## config.mk

```make
export PLATFORM = sky130hd
export DESIGN_NAME = qspi_xio_serdes
export DESIGN_NICKNAME = d
export VERILOG_FILES = /design/src/rtl/qspi_xio_pkg.sv /design/src/rtl/qspi_xio_capture.sv /design/src/rtl/qspi_xio_serdes.sv
export SDC_FILE = /design/constraint.sdc
export NUM_CORES = 1
export LEC_CHECK = 0
export ABC_AREA = 1
export CELL_PAD_IN_SITES_DETAIL_PLACEMENT = 1
export CELL_PAD_IN_SITES_GLOBAL_PLACEMENT = 1
export CORE_AREA = 4 4 143 90
export CTS_CLUSTER_SIZE = 40
export DETAILED_ROUTE_END_ITERATION = 16
export DIE_AREA = 0 0 147 94
export PLACE_DENSITY = 0.85
export SLEW_MARGIN = 30
export SYNTH_ARGS = -nofsm -noshare
export SYNTH_HDL_FRONTEND = slang
export SYNTH_HIERARCHICAL = 1
export SYNTH_SLANG_ARGS = --single-unit
```

## constraint.sdc

```tcl
create_clock -name i_clk -period 2.9 [get_ports i_clk]
set_input_delay 0.725 -clock i_clk [delete_from_list [all_inputs] [get_ports i_clk]]
set_output_delay 0.725 -clock i_clk [all_outputs]
set_load 0.01 [all_outputs]
```

## src/rtl/qspi_xio_pkg.sv

```systemverilog
// ============================================================================
// Module      : qspi_xio_pkg
// Description : Shared types and helpers for the QSPI data-wire SERDES.
//               Includes mode encodings, FSM states, pin counts per mode
//               and the shift-cycle count helper.
// Revision    : 1.0 - initial release
// ============================================================================
`default_nettype none

package qspi_xio_pkg;

  typedef enum logic [1:0] {
    MODE_SPI  = 2'd0,
    MODE_DUAL = 2'd1,
    MODE_QUAD = 2'd2
  } mode_t;

  typedef enum logic [1:0] {
    ST_IDLE  = 2'd0,
    ST_SHIFT = 2'd1,
    ST_DRAIN = 2'd2,
    ST_DONE  = 2'd3
  } state_t;

  localparam int PINS_SPI  = 1;
  localparam int PINS_DUAL = 2;
  localparam int PINS_QUAD = 4;

  // Number of data pins that toggle in a given mode
  function automatic int pins_per_mode(input mode_t m);
    case (m)
      MODE_QUAD: return PINS_QUAD;
      MODE_DUAL: return PINS_DUAL;
      default:   return PINS_SPI;
    endcase
  endfunction

  // Output-enable pattern for the pins a mode drives
  function automatic logic [3:0] pin_mask(input mode_t m);
    return 4'((1 << pins_per_mode(m)) - 1);
  endfunction

  // SHIFT cycles minus one for (len+1) bytes: quad 1, dual 2, single 4 per byte
  function automatic logic [3:0] shift_cycles_m1(input mode_t m, input logic [1:0] len);
    case (m)
      MODE_QUAD: return {2'b00, len};
      MODE_DUAL: return {1'b0, len, 1'b1};
      default:   return {len, 2'b11};
    endcase
  endfunction

endpackage

`default_nettype wire

```

## src/rtl/qspi_xio_capture.sv

```systemverilog
// ============================================================================
// Module      : qspi_xio_capture
// Description : Read-side capture for the QSPI SERDES. A READ_LATENCY-deep
//               tag line marks which returning pin pairs belong to a shift
//               cycle, and tagged pairs shift into a right-justified
//               accumulator.
// Revision    : 1.0 - initial release
// ============================================================================
`default_nettype none

module qspi_xio_capture
  import qspi_xio_pkg::*;
#(
  parameter int READ_LATENCY = 2
) (
  input  logic        clk,
  input  logic        rst,
  input  logic        clear,
  input  logic        tag_in,
  input  mode_t       mode,
  input  logic [7:0]  pin_v,
  output logic [31:0] data
);

  logic [READ_LATENCY-1:0] tags;
  logic                    tag_out;
  logic [31:0]             data_nxt;

  generate
    if (READ_LATENCY == 1) begin : g_lat_one
      // Single-stage tag delay
      always_ff @(posedge clk or posedge rst) begin
        if (rst) tags <= '0;
        else     tags <= tag_in;
      end
    end else begin : g_lat_multi
      // Multi-stage tag delay matching the I/O cell round trip
      always_ff @(posedge clk or posedge rst) begin
        if (rst) tags <= '0;
        else     tags <= {tags[READ_LATENCY-2:0], tag_in};
      end
    end
  endgenerate

  assign tag_out = tags[READ_LATENCY-1];

  // Unpack the returning pair (earlier bit in the odd position) into the accumulator
  always_comb begin
    data_nxt = data;
    case (mode)
      MODE_QUAD: data_nxt = {data[23:0], pin_v[7], pin_v[5], pin_v[3], pin_v[1],
                                         pin_v[6], pin_v[4], pin_v[2], pin_v[0]};
      MODE_DUAL: data_nxt = {data[27:0], pin_v[3], pin_v[1], pin_v[2], pin_v[0]};
      default:   data_nxt = {data[29:0], pin_v[3:2]};
    endcase
  end

  // Accumulator: cleared when a capturing transfer is accepted, then held
  always_ff @(posedge clk or posedge rst) begin
    if (rst)          data <= 32'h0;
    else if (clear)   data <= 32'h0;
    else if (tag_out) data <= data_nxt;
  end

endmodule

`default_nettype wire

```

## src/rtl/qspi_xio_serdes.sv

```systemverilog
// ============================================================================
// Module      : qspi_xio_serdes
// Description : Serializer/deserializer between the QSPI flash controller
//               and four DDR pin cells. Handles 1-4 byte transfers in single,
//               dual (optional) or quad mode and compensates the I/O cell
//               read latency.
//               Optional feature macro: QSPI_DUAL_EN (mode 1 = dual I/O;
//               without it mode 1 behaves as single SPI).
// Revision    : 1.0 - initial release
// ============================================================================
`default_nettype none

module qspi_xio_serdes
  import qspi_xio_pkg::*;
#(
  parameter int READ_LATENCY = 2  // legal range 1..4
) (
  input  logic        i_clk,
  input  logic        i_reset,
  input  logic        i_stb,
  input  logic        i_wr,
  input  logic [1:0]  i_mode,
  input  logic [1:0]  i_len,
  input  logic [31:0] i_data,
  output logic        o_busy,
  output logic        o_valid,
  output logic [31:0] o_data,
  output logic        o_sck_en,
  output logic [3:0]  o_oe,
  output logic [7:0]  o_pin_v,
  input  logic [7:0]  i_pin_v
);

  localparam logic [3:0] DRAIN_LOAD = 4'(READ_LATENCY - 1);

  state_t      state;
  state_t      state_nxt;
  mode_t       mode_in;
  mode_t       mode_q;
  logic        wr_q;
  logic [3:0]  cnt;
  logic [31:0] sr;
  logic        accept;
  logic        cap_in;
  logic        cap_q;
  logic [7:0]  pin_raw;

  // Normalise the requested mode: 3 aliases quad, dual only when built in
  always_comb begin
    case (i_mode)
      2'd0:    mode_in = MODE_SPI;
`ifdef QSPI_DUAL_EN
      2'd1:    mode_in = MODE_DUAL;
`else
      2'd1:    mode_in = MODE_SPI;
`endif
      default: mode_in = MODE_QUAD;
    endcase
  end

  // Requests are only taken in IDLE, so a strobe during DONE is dropped
  assign accept = (state == ST_IDLE) && i_stb;
  // Reads capture; single mode is full duplex so its writes capture too
  assign cap_in = !i_wr || (mode_in == MODE_SPI);
  assign cap_q  = !wr_q || (mode_q == MODE_SPI);

  // FSM state register
  always_ff @(posedge i_clk or posedge i_reset) begin
    if (i_reset) state <= ST_IDLE;
    else         state <= state_nxt;
  end

  // FSM next-state logic
  always_comb begin
    state_nxt = state;
    case (state)
      ST_IDLE:  if (accept)      state_nxt = ST_SHIFT;
      ST_SHIFT: if (cnt == 4'd0) state_nxt = cap_q ? ST_DRAIN : ST_DONE;
      ST_DRAIN: if (cnt == 4'd0) state_nxt = ST_DONE;
      default:                   state_nxt = ST_IDLE;
    endcase
  end

  // Request latch, shift/drain counter and output shift register
  always_ff @(posedge i_clk or posedge i_reset) begin
    if (i_reset) begin
      mode_q <= MODE_SPI;
      wr_q   <= 1'b0;
      cnt    <= 4'd0;
      sr     <= 32'h0;
    end else begin
      case (state)
        ST_IDLE: begin
          if (accept) begin
            mode_q <= mode_in;
            wr_q   <= i_wr;
            sr     <= i_data;
            cnt    <= shift_cycles_m1(mode_in, i_len);
          end
        end
        ST_SHIFT: begin
          case (mode_q)
            MODE_QUAD: sr <= {sr[23:0], 8'h00};
            MODE_DUAL: sr <= {sr[27:0], 4'h0};
            default:   sr <= {sr[29:0], 2'b00};
          endcase
          // Reload with the drain length on the last shift cycle
          cnt <= (cnt == 4'd0) ? DRAIN_LOAD : cnt - 4'd1;
        end
        ST_DRAIN: begin
          if (cnt != 4'd0) cnt <= cnt - 4'd1;
        end
        default: ;
      endcase
    end
  end

  assign o_busy   = (state == ST_SHIFT) || (state == ST_DRAIN);
  assign o_valid  = (state == ST_DONE);
  assign o_sck_en = (state == ST_SHIFT);

  // Output enables: only during SHIFT, pin0 always driven in single mode
  always_comb begin
    o_oe = 4'b0000;
    if (state == ST_SHIFT) begin
      if (mode_q == MODE_SPI) o_oe = 4'b0001;
      else if (wr_q)          o_oe = pin_mask(mode_q);
    end
  end

  // Map the top of the shift register onto pin pairs, earlier bit in [2k+1]
  always_comb begin
    pin_raw = 8'h00;
    case (mode_q)
      MODE_QUAD: begin
        for (int k = 0; k < 4; k++) begin
          pin_raw[2*k+1] = sr[28+k];
          pin_raw[2*k]   = sr[24+k];
        end
      end
      MODE_DUAL: begin
        pin_raw[3] = sr[31];
        pin_raw[1] = sr[30];
        pin_raw[2] = sr[29];
        pin_raw[0] = sr[28];
      end
      default: pin_raw[1:0] = sr[31:30];
    endcase
  end

  genvar k;
  generate
    for (k = 0; k < 4; k++) begin : g_pin_mask
      assign o_pin_v[2*k+1:2*k] = pin_raw[2*k+1:2*k] & {2{o_oe[k]}};
    end
  endgenerate

  qspi_xio_capture #(
    .READ_LATENCY (READ_LATENCY)
  ) u_capture (
    .clk    (i_clk),
    .rst    (i_reset),
    .clear  (accept && cap_in),
    .tag_in ((state == ST_SHIFT) && cap_q),
    .mode   (mode_q),
    .pin_v  (i_pin_v),
    .data   (o_data)
  );

endmodule

`default_nettype wire

```

==> summary.txt, run 1 <==
Run status
  • Status: finished, final reports clean

Floorplan
  • Row count: 31
  • Die X: between 100 and 150 microns
  • Total I/O pin count: 95
  • Initial Util: 0.389
  • Core Area: 11700 sq um
  • Die area: roughly 14000 sq um
  • DIE HEIGHT: 94 microns

Power and ir drop
  • VDD IR max: 0.000440 V
  • Power Density: 1160 nW/um^2
  • Leak: 2.79 nW

Synth
  • Post-synth design cell area: 4540 sq um
  • Post-synthesis sequential area ratio: 0.408
  • Cells after synthesis: 643
  • Ys Warns: 6
  • #FFs+latches synth: 74
  • Synth area leaders: dfrtp_1 41%, nand2_1 19%, nor2_1 8.4%, nand3_1 4.0%, o21ai_0 4.0%
  • Post-synth top area share: 0.408
  • Post-synth top cells: 231 x nand2_1, 102 x nor2_1, 74 x dfrtp_1
  • Asr flop ratio synth: 1.00
  • Post-synth cell types: 25
  • Most frequent cell after synthesis: nand2_1
  • EDFF count, synth: 0
  • Syn avg cell area: 7.06 sq um
  • Top_reg_cell synth: dfrtp_1
  • Yosys top cell by area: dfrtp_1

Placed design
  • PortBufs: slightly above 90
  • HPWL after detailed placement: 10.4 mm
  • GPL Wtd Cong: 0.853

Global route
  • Vias in the first global route: between 4000 and 5000
  • GR Util All Layers: 0.223
  • First-pass GRT wire length: 25.0 mm
  • GR Overflow Total: 0
  • Largest net degree at the start of global routing: 65
  • Initial antenna violation count: 0

Run
  • Max Cap Viol: 0

Clock network
  • Clock Latency Late Sink: about 0.33 ns
  • Clock buffer depth: 2
  • Clock buffer count from CTS: 9
  • # hold bufs at CTS: 0
  • Clk sinks: 74
  • Clock Tree Root: clkbuf_16
  • CTS tree: done
  • CTS clk-pin slew, worst paths: about 0.060 ns
  • Setup bufs post-CTS: 0
  • H-tree depth: 3

Detailed routing
  • Vias: 4566
  • Antenna Nets Post-Route: 0
  • Vias per std cell: slightly above 5
  • WL/cell: around 17 microns
  • Routed WL: ~15 mm
  • Pre-antenna DRT Iters: 5
  • DRC Markers: 0
  • DR iter-0 viols: between 300 and 400

Timing
  • Tmin final: 2.76 ns
  • Slew Limit Fails: 0
  • Final setup violation count: 0
  • Tightest Pin Transition: 1.25 ns
  • Final hold vios: 0
  • Hold_ws: around 0.35 ns
  • Fin Setup TNS: 0 ns
  • Worst Skew: about 0.008 ns
  • RSZ-0062 raised after global routing: no
  • FMAX: ~0.36 GHz
  • Final period utilization: 0.952
  • Slew headroom: 0.165

Setup path
  • Worst-path fanout max: 5
  • Crit path DAT: 2.04 ns
  • Reg2reg start: state[1]$_DFFE_PP0P_
  • Required @ worst endpoint: 2.17 ns
  • Launch point of the worst path: state[1]$_DFFE_PP0P_
  • Setup CP Type: flip-flop to output port
  • CP Capture Type: output port
  • Startpoint types: flip-flop

Cells and area
  • Layout cell share with drive strength beyond 1: 0.0688
  • Final antenna diode count: 0
  • Fin nets: 779
  • Final core occ: 0.504
  • Area Overhead vs Synth: 29.7%

Worst hold path
  • Hold Crit Start: u_capture/tags[0]$_DFF_PP0_
  • Worst Hold Class: flip-flop to flip-flop
cell usage in the layout (no fill, tap or decap):
cell type / synthesis / final
clkbuf_1: 2 / 2
ha_4: 0 / 1
nand3b_1: 1 / 1
a21oi_2: 2 / 2
clkinv_4: 0 / 1
inv_1: 37 / 36
inv_2: 5 / 6
a21oi_1: 19 / 19
nor2_1: 102 / 102
nand2_2: 1 / 1
o21ai_1: 10 / 10
clkdlybuf4s50_1: 0 / 93
bufinv_16: 0 / 3
o21ai_0: 36 / 36
nor2_2: 1 / 1
nand3_4: 0 / 1
clkbuf_16: 0 / 9
dfrtp_1: 74 / 74
clkbuf_8: 0 / 1
conb_1: 1 / 2
nand3_2: 9 / 9
nor2_4: 1 / 1
nand3_1: 36 / 35
nand2_1: 231 / 231
xnor2_1: 1 / 1
buf_12: 0 / 3
o211ai_1: 9 / 9
ha_1: 9 / 8
nor2_8: 2 / 2
a31oi_1: 18 / 18
buf_4: 11 / 9
path summary, 6_finish.rpt:
path | to | slack, ns | depth (start not counted)
max | o_pin_v[0] | 0.14 | 7
min | u_capture/tags[1]$_DFF_PP0_ | 0.35 | 0
min in group asynchronous | u_capture/data[31]$_DFFE_PP0P_ | 0.83 | 3
max reg2reg | sr[28]$_DFFE_PP0P_ | 0.84 | 8
min reg2reg | u_capture/tags[1]$_DFF_PP0_ | 0.35 | 0
max in group asynchronous | sr[17]$_DFFE_PP0P_ | 1.65 | 3
final cells by class:
cell class,count,area [sq um]
repair buffers,105,1060
well taps,165,206
inverters,42,158
clock buffers,12,246
fillers,1481,5790
multi-input cells,490,2270
clock inverters,4,98.8
flip-flops and latches,74,1850
kinds of logic (layout without fill, tap and decap cells):
| logic type | count (synthesis) | count (layout) | synth area share |
|---|---|---|---|
| adder cells (fa/ha/maj) | 9 | 9 | 0.0248 |
| AND/OR/NAND/NOR | 384 | 384 | 0.351 |
| flip-flops | 74 | 74 | 0.408 |
| buffers and inverters | 80 | 163 | 0.0987 |
| AO/OA/AOI/OAI | 94 | 94 | 0.115 |
| XOR/XNOR | 1 | 1 | 0.00193 |
| other | 1 | 2 | 0.000826 |
routing by layer:
layer,vias to the layer above,track usage,part of all wire
met2,105,0.356,0.46
li1,2195,-,-
met4,0,0.0450,0.012
met1,2250,0.318,0.49
met3,16,0.0429,0.042
met5,-,0,0
what timing repair did:
item	CTS	global route
pin swaps	0	0
setup endpoints to repair	11	2
gates resized for setup	4	1
flip-flops by register name, indices dropped and copies added, names as in the netlist:
register / flops
sr: 32
state: 2
mode_q: 1
wr_q: 1
u_capture/data: 32
u_capture/tags: 2
cnt: 4
metrics by stage:
stage | setup slack, ns | area, sq um | instances | total power (W)
finish | 0.139 | 5890 | 892 | 0.00685
global route | 0.0437 | 5890 | 892 | 0.00741
CTS | 0.0669 | 5890 | 892 | 0.00684
detailed placement | 0.0534 | 5520 | 876 | 0.00540
global placement | 0.185 | 5520 | 876 | 0.00519
floorplan | 0.698 | 4540 | 644 | 0.00436
power breakdown:
group | internal, W | switching [W] | leakage [nW] | total (W)
logic | 0.00138 | 0.00228 | 1.69 | 0.00367
clock network | 0.000867 | 0.000442 | 0.167 | 0.00131
registers | 0.00147 | 0.000398 | 0.925 | 0.00187
total | 0.00372 | 0.00312 | 2.79 | 0.00685
critical path, cell delays in order (launching register included):
cell and delay [ns]:
dfrtp_1 0.44, inv_2 0.12, ha_4 0.21, inv_2 0.05
a21oi_2 0.19, nand2_1 0.10, inv_1 0.06, clkdlybuf4s50_1 0.53
No activity file was read; power rests on OpenSTA's default activity.
==> run 2: changes to the inputs <==
- TNS_END_PERCENT: unset -> 20
==> results of run 2 <==
Same layout as run 1: the final DEF is identical, and so are final timing and power.
==> run 3: changes to the inputs <==
==> constraint.sdc (replaced) <==
create_clock -name i_clk -period 2.9 [get_ports i_clk]
set_input_delay 0.725 -clock i_clk [delete_from_list [all_inputs] [get_ports i_clk]]
set_output_delay 0.725 -clock i_clk [all_outputs]
set_load 0.1 [all_outputs]
==> summary.txt, run 3 (same netlist as run 1, synthesis figures left out) <==
Setup path
  • Worst r2r path cells: 10 (was 8)
  • Startpoint types: flip-flop (unchanged)
  • Cell chain of the critical path: inv_2 -> ha_4 -> inv_2 -> a21oi_4 -> nand2_2 -> clkinvlp_4 -> buf_12 (was inv_2 -> ha_4 -> inv_2 -> a21oi_2 -> nand2_1 -> inv_1 -> clkdlybuf4s50_1)
  • Slowest CP cell: dfrtp_1 (was clkdlybuf4s50_1)
  • Setup CP Type: flip-flop to output port (unchanged)
  • CP Capture Type: output port (unchanged)
  • CP top delay family: buffers and inverters (unchanged)
  • Reg2reg start: state[0]$_DFFE_PP0P_ (was state[1]$_DFFE_PP0P_)
  • Most frequent CP cell: inv_2 (unchanged)
  • Worst reg2reg endpoint: u_capture/data[24]$_DFFE_PP0P_ (was sr[28]$_DFFE_PP0P_)
  • Flop2flop setup slack: 0.86 ns (was 0.84 ns)
  • Crit path DAT: 1.85 ns (was 2.04 ns)
  • Required @ worst endpoint: 2.17 ns (about the same)
  • Worst path bufs/invs: 4 (unchanged)
  • Worst-path fanout max: 19 (was 5)
  • CP peak stage delay: 0.43 ns (was 0.53 ns)

Cells and area
  • Most frequent cells in the layout: 229 x nand2_1, 96 x nor2_1, 74 x dfrtp_1 (was 231 x nand2_1, 102 x nor2_1, 93 x clkdlybuf4s50_1)
  • Most common library cell in the layout ignoring fill and taps: nand2_1 (unchanged)
  • Fin nets: 778 (was 779)
  • Fill cells: 1490 (was 1481)
  • Area Overhead vs Synth: 29.2% (was 29.7%)
  • Final std cells w/o fill: 891 (was 892)
  • Largest registers: sr: 32 flops, u_capture/data: 32 flops, cnt: 4 flops (unchanged)
  • Final antenna diode count: 0 (unchanged)
  • Final core occ: 0.503 (was 0.504)
  • Layout cell share with drive strength beyond 1: 0.147 (was 0.0688)

Power and ir drop
  • Leak: 2.83 nW (was 2.79 nW)
  • VDD IR max: 0.000746 V (was 0.000440 V)
  • Power Density: 1330 nW/um^2 (was 1160 nW/um^2)

Detailed routing
  • Routed WL: 13.9 mm (was 15.1 mm)
  • Vias: 4487 (was 4566)
  • Vias per std cell: 5.04 (was 5.12)
  • WL/cell: 15.6 microns (was 17.0 microns)
  • DRC Markers: 0 (unchanged)
  • Pre-antenna DRT Iters: 5 (unchanged)
  • DR iter-0 viols: 240 (was 307)
  • Antenna Nets Post-Route: 0 (unchanged)

Global route
  • Initial antenna violation count: 0 (unchanged)
  • Largest net degree at the start of global routing: 55 (was 65)
  • Vias in the first global route: 4685 (was 4813)
  • First-pass GRT wire length: 23.7 mm (was 25.0 mm)
  • GR Overflow Total: 0 (unchanged)
  • GR Util All Layers: 0.210 (was 0.223)

Timing
  • Final period utilization: 0.887 (was 0.952)
  • Tightest Pin Transition: 1.25 ns (about the same)
  • Final hold vios: 0 (unchanged)
  • RSZ-0062 raised after global routing: no (unchanged)
  • Slew headroom: 0.169 (was 0.165)
  • Tmin final: 2.57 ns (was 2.76 ns)
  • Worst Skew: 0.00641 ns (was 0.00795 ns)
  • Slew Limit Fails: 0 (unchanged)
  • Final setup violation count: 0 (unchanged)
  • FMAX: 0.389 GHz (was 0.362 GHz)

Placed design
  • Placed Cells: 875 (was 876)
  • GPL Wtd Cong: 0.815 (was 0.853)
  • PortBufs: 93 (unchanged)
  • HPWL after detailed placement: 9.83 mm (was 10.4 mm)

Floorplan
  • DIE HEIGHT: 94 microns (unchanged)
  • Die area: 13800 sq um (unchanged)
  • Row count: 31 (unchanged)
  • Core Area: 11700 sq um (unchanged)
  • Initial Util: 0.389 (unchanged)
  • Die X: 147 microns (unchanged)
  • Total I/O pin count: 95 (unchanged)

Run
  • Max Cap Viol: 0 (unchanged)

Clock network
  • Clk sinks: 74 (unchanged)
  • Post_cts resized: 0 (was 4)
  • # hold bufs at CTS: 0 (unchanged)
  • Clock Latency Late Sink: 0.33 ns (about the same)
  • Clock Tree Root: clkbuf_16 (unchanged)
  • Clock buffer count from CTS: 9 (unchanged)
  • Clock buffer depth: 2 (unchanged)
  • CTS tree: done (unchanged)
  • Setup bufs post-CTS: 0 (unchanged)
  • H-tree depth: 3 (unchanged)
  • CTS clk-pin slew, worst paths: 0.06 ns (about the same)

Worst hold path
  • Hold Crit Start: u_capture/tags[0]$_DFF_PP0_ (unchanged)
  • Worst hold path endpoint: u_capture/tags[1]$_DFF_PP0_ (unchanged)
  • Worst Hold Class: flip-flop to flip-flop (unchanged)
  • Worst Hold Depth: 0 (unchanged)

Run status
  • Status: finished, final reports clean (unchanged)
## run 3: cell count changes in the layout (fill, tap and decap cells not counted), moves of 5 or more
cell	before	now
buf_4	9	43
nor2_2	1	7
buf_12	3	15
nor2_1	102	96
clkinvlp_4	0	5
clkdlybuf4s50_1	93	46
## run 3: report_power, final
group          total [W]  internal, W  switching [W]
Sequential       0.00187      0.00147       0.000399
Combinational    0.00488      0.00139        0.00349
Clock            0.00103     0.000598       0.000433
Total            0.00779      0.00346        0.00432
## run 3: metal layers
metal  track usage  part of all wire  up-vias
met5             0                 0        -
met2         0.326              0.46      100
li1              -                 -     2191
met4        0.0419            0.0059        0
met3        0.0419             0.045        9
met1         0.306              0.49     2187
## run 3: cell type report
cell class	count	area, sq um	share of cell area
clock buffers	11	243	0.0414
clock inverters	5	30.0	0.00512
inverters	42	169	0.0288
multi-input cells	490	2280	0.389
flip-flops and latches	74	1850	0.316
well taps	165	206	0.0352
repair buffers	104	1080	0.185
## run 3: worst max path at each step
stage / from / endpoint / slack (ns) / depth (start not counted)
after CTS: state[1]$_DFFE_PP0P_ / o_pin_v[3] / 0.29 / 6
after global placement: i_stb / u_capture/data[30]$_DFFE_PP0P_ / 0.53 / 9
after global routing: state[1]$_DFFE_PP0P_ / o_pin_v[5] / 0.19 / 6
final: state[1]$_DFFE_PP0P_ / o_pin_v[0] / 0.33 / 7
after floorplan: state[1]$_DFFE_PP0P_ / o_pin_v[0] / -0.19 / 9
after detailed placement: i_stb / u_capture/data[24]$_DFFE_PP0P_ / 0.48 / 9
## run 3: through the flow
stage | hold slack [ns] | instance area (sq um) | setup TNS [ns] | power, W | setup slack, ns
detailed placement | 0.341 | 5590 | 0 | 0.00673 | 0.482
global placement | 0.339 | 5590 | 0 | 0.00653 | 0.526
finish | 0.346 | 5870 | 0 | 0.00779 | 0.329
floorplan | 0.331 | 4590 | -0.497 | 0.00568 | -0.190
CTS | 0.350 | 5870 | 0 | 0.00782 | 0.293
global route | 0.362 | 5870 | 0 | 0.00839 | 0.195
## run 3: worst reg2reg max path, cell delays in order (launching register included)
cell     delay [ns]
dfrtp_1        0.45
inv_1          0.13
ha_1           0.28
nand2_1        0.16
a21oi_1        0.25
inv_2          0.06
nand2_2        0.21
buf_12         0.21
nor2_1         0.07
nand2_1        0.07
nand2_1        0.06
